File: config.mk
export PLATFORM = sky130hd
export DESIGN_NAME = bcd_counter
export DESIGN_NICKNAME = d
export VERILOG_FILES = /design/src/rtl/bcd_counter.sv
export SDC_FILE = /design/constraint.sdc
export NUM_CORES = 1
export LEC_CHECK = 0
export ABC_AREA = 1
export CAP_MARGIN = 20
export CELL_PAD_IN_SITES_DETAIL_PLACEMENT = 2
export CELL_PAD_IN_SITES_GLOBAL_PLACEMENT = 2
export CORE_UTILIZATION = 20
export DETAILED_ROUTE_END_ITERATION = 10
export PLACE_DENSITY = 0.63
export SKIP_CTS_REPAIR_TIMING = 1
export SYNTH_ARGS = -nofsm -noshare
export SYNTH_HDL_FRONTEND = slang
export SYNTH_SLANG_ARGS = --single-unit
File: constraint.sdc
create_clock -name clk -period 1.45 [get_ports clk]
set_clock_uncertainty 0.2 [all_clocks]
set_input_delay 0.2175 -clock clk [delete_from_list [all_inputs] [get_ports clk]]
set_output_delay 0.2175 -clock clk [all_outputs]
set_load 0.01 [all_outputs]
File: src/rtl/bcd_counter.sv
// Single-digit BCD (decade) counter with a combinational rollover carry.
// Cascade digits by feeding one digit's carry into the next digit's enable.
module bcd_counter (
  input  logic       clk,
  input  logic       rst,
  input  logic       enable,
  output logic [3:0] count,
  output logic       carry
);

  logic [3:0] count_q;
  logic [3:0] count_d;

  // Any value at or above 9 returns to 0, so the unreachable codes 10..15 self-clear.
  always_comb begin
    count_d = count_q;
    if (enable) begin
      if (count_q >= 4'd9) begin
        count_d = '0;
      end else begin
        count_d = count_q + 4'd1;
      end
    end
  end

  always_ff @(posedge clk or negedge rst) begin
    if (!rst) begin
      count_q <= '0;
    end else begin
      count_q <= count_d;
    end
  end

  assign count = count_q;
  assign carry = enable & (count_q == 4'd9);

endmodule

### Word level (Yosys, flattened, before mapping)

Cells that the tools add are included.

* add/sub/neg operators: 1
* order comparisons: 1
* eq/ne operators: 1
* mux-type cells: 1
* bitwise logic cells: 1

Operators by type and width (count)
* $add A4 B1 Y4 const B: 1
* $eq A4 B4 Y1 const B: 1
* $ge A4 B4 Y1 const B: 1
* $mux W4: 1
* $and A1 B1 Y1: 1

* flip-flop bits (word level): 4
* input bits: 3
* output and inout bits: 5
* word-level logic and storage cells: 6

### Depth between registers and ports, before layout

* depth after elaboration: 2
* gate-level depth with buffers: 7
* depth with buffers taken out: 7

### Worst setup path before layout

Ideal clock, no wire load.

* kind: register to output
* start: register count_q[1], in the netlist count[1]
* end: output carry
* arrival time: 0.876 ns
* required time: 1.033 ns
* path slack: 0.157 ns
* cell stages (with the launch flop): 5
* path through: dfrtp_1 inv_1 ha_1 nand2_1 nor2_1

* longest elaborated chain between the ends: 2

RTL lines
* start: declaration: line 11 `logic [3:0] count_q;`
* start signal: assignment: line 30 `count_q <= count_d;`
* $eq A4 B4 Y1: line 35 `assign carry = enable & (count_q == 4'd9);`
* $and A1 B1 Y1: line 35
* end: declaration: line 8 `output logic carry`

No other way between the ends.

### Worst setup path after layout

Same ends and word-level chain as after synthesis.

==> results.yml <==
power:
  clkPwrFrac_pct: 17.6
  p_sw_share_pct: 40.6
  switching_power_uw: 339
  pwr-share-seq_pct: 23.5
  max-vdd-ir-drop_mv: 0.518
  p_leak_uw: 0.000300
  comb_power_share_pct: 58.9
  power.density_nw_per_um2: 1930
  p_int_uw: 496
layout:
  post-route-util_pct: 37.4
  stdcell_area_um2: 433
  final_nets: 65
  n_fill_cell: 144
  largest_reg_flops: 4
  areaGrowthSynthToFinish_pct: 64.8
  layout-drive-gt1-share_pct: 17.5
  final_cell_mix: "nand2_1, inv_1, nor2_1, buf_4"
  layout_commonest_cell: "nand2_1"
  diodes: 0
clocking:
  cts_tree: "yes"
  path_clk_slew_ps: 40
  cts.sinks: 4
  cts_max_level: 1
  cts-buffers-inserted: 3
  root_buffer: "clkbuf_4"
  clockBufferDepth: 2
  clock_latency_ps: 240
global_route:
  grt.total_usage_pct: 15.8
  grt_overflow: 0
  grt_pass1_wl_um: 1380
  antenna_found_initial: 0
  grt_max_degree: 7
  grt_pass1_vias: 326
drt:
  drtAntennaViolNets: 0
  drt_iter0_drc: 3
  postRouteWirelength_um: 874
  dr.pass1.iters: 2
  drc: 0
  via_per_inst: 4.23
  wl_per_cell_um: 12.3
  num_vias: 300
sta:
  maxSlewHeadroom_pct: 85.9
  fin_ws_ps: -120
  fin_crit_sh_pct: 108
  tightest_slew_ps: 211
  rsz0062_at_grt: "true"
  drv_slew: 0
  min_period_ps: 1570
  setup_viol: 1
  finalHoldViolCount: 0
  hold_ws_ps: 390
  max_freq_mhz: 637
synthesis:
  syn-cell-area_um2: 263
  synth.net_count: 46
  netlist_instances: 40
  avgSynthCellArea_um2: 6.57
  synth.distinct_cells: 6
  seq_area_frac_synth_pct: 38.1
  synth_seq_cells: 4
  yosysWarnings: 0
min_path:
  min_path_type: "reg2reg"
  hold_start: "count[3]$_DFFE_PN0P_"
floorplanning:
  die_h_um: 38.2
  fp.dieW_um: 38.2
  dieArea_um2: 1460
  rows: 12
  initial_core_util_pct: 22.7
  coreArea_um2: 1160
  io_pins: 8
worst_setup_path:
  crit_start: "count[1]$_DFFE_PN0P_"
  crit_path_end_kind: "output pin"
  critPathArrivalTime_ps: 1150
  crit_type: "reg2out"
  timing.rr.start: "count[1]$_DFFE_PN0P_"
  critical_path_required_ps: 1030
  critPathLaunchType: "flip-flop"
  cp_max_fo: 2
placement:
  port_buffers: 7
  hpwl_um: 692
  gp_congestion: 0.683
  placed_area_um2: 395
flow_run:
  cap_violations: 0
outcome:
  violations: "negative setup slack"
  status: "complete, but fails checks"
## power by group through the flow
stage	registers, uW	clock network, uW	logic (uW)
final	196	147	492
after detailed placement	198	0	512
after floorplan	241	0	176
after global routing	201	161	553
after CTS	197	160	518
after global placement	196	0	484
## per-stage QoR
step	total power, uW	setup TNS (ps)	setup WS, ps	instances
global placement	680	-392	-392	67
floorplan	417	0	157	40
global route	915	-204	-204	71
CTS	876	-1490	-559	70
detailed placement	710	-418	-402	67
finish	835	-120	-120	71
## cell usage after synthesis
master	count	area share, %
inv_1	8	11
nand2_1	18	26
dfrtp_1	4	38
nand3_1	1	1.9
nor2_1	6	8.6
ha_1	3	14
## cell families (layout without fill, tap and decap cells)
| logic type | after synthesis | in the layout | share of synthesized area [%] |
|---|---|---|---|
| flops | 4 | 4 | 38.1 |
| buf+inv | 8 | 25 | 11.4 |
| fa+ha+maj | 3 | 3 | 14.3 |
| simple gates | 25 | 25 | 36.2 |
## final timing paths
kind / end / slack, ps / depth (start not counted)
max: carry / -120 / 5
min: count[3]$_DFFE_PN0P_ / 390 / 2
max reg2reg: count[1]$_DFFE_PN0P_ / 100 / 7
max in group asynchronous: count[0]$_DFFE_PN0P_ / 330 / 2
min in group asynchronous: count[3]$_DFFE_PN0P_ / 530 / 2
min reg2reg: count[3]$_DFFE_PN0P_ / 390 / 2
## worst max-delay path, cell delays in order (launching register included)
cell     delay [ps]
dfrtp_1         390
inv_1            90
ha_1            170
nand2_1          60
nor2_1           70
buf_2           130
## per-layer routing
layer	up-vias	routed length (um)	global-route usage, %
met3	0	28	4.07
li1	149	-	-
met4	0	0	16.1
met2	6	489	27.1
met5	-	0	0
met1	145	356	14.3
## final cells by class
class,instances,area [um2],area share (%)
repair buffers,14,130,30.1
multi-input cells,28,133,30.6
flip-flops and latches,4,100,23.1
well taps,14,17.5,4.05
clock buffers,3,22.5,5.20
inverters,8,30.0,6.94
Power figures use the tool's default switching activity.
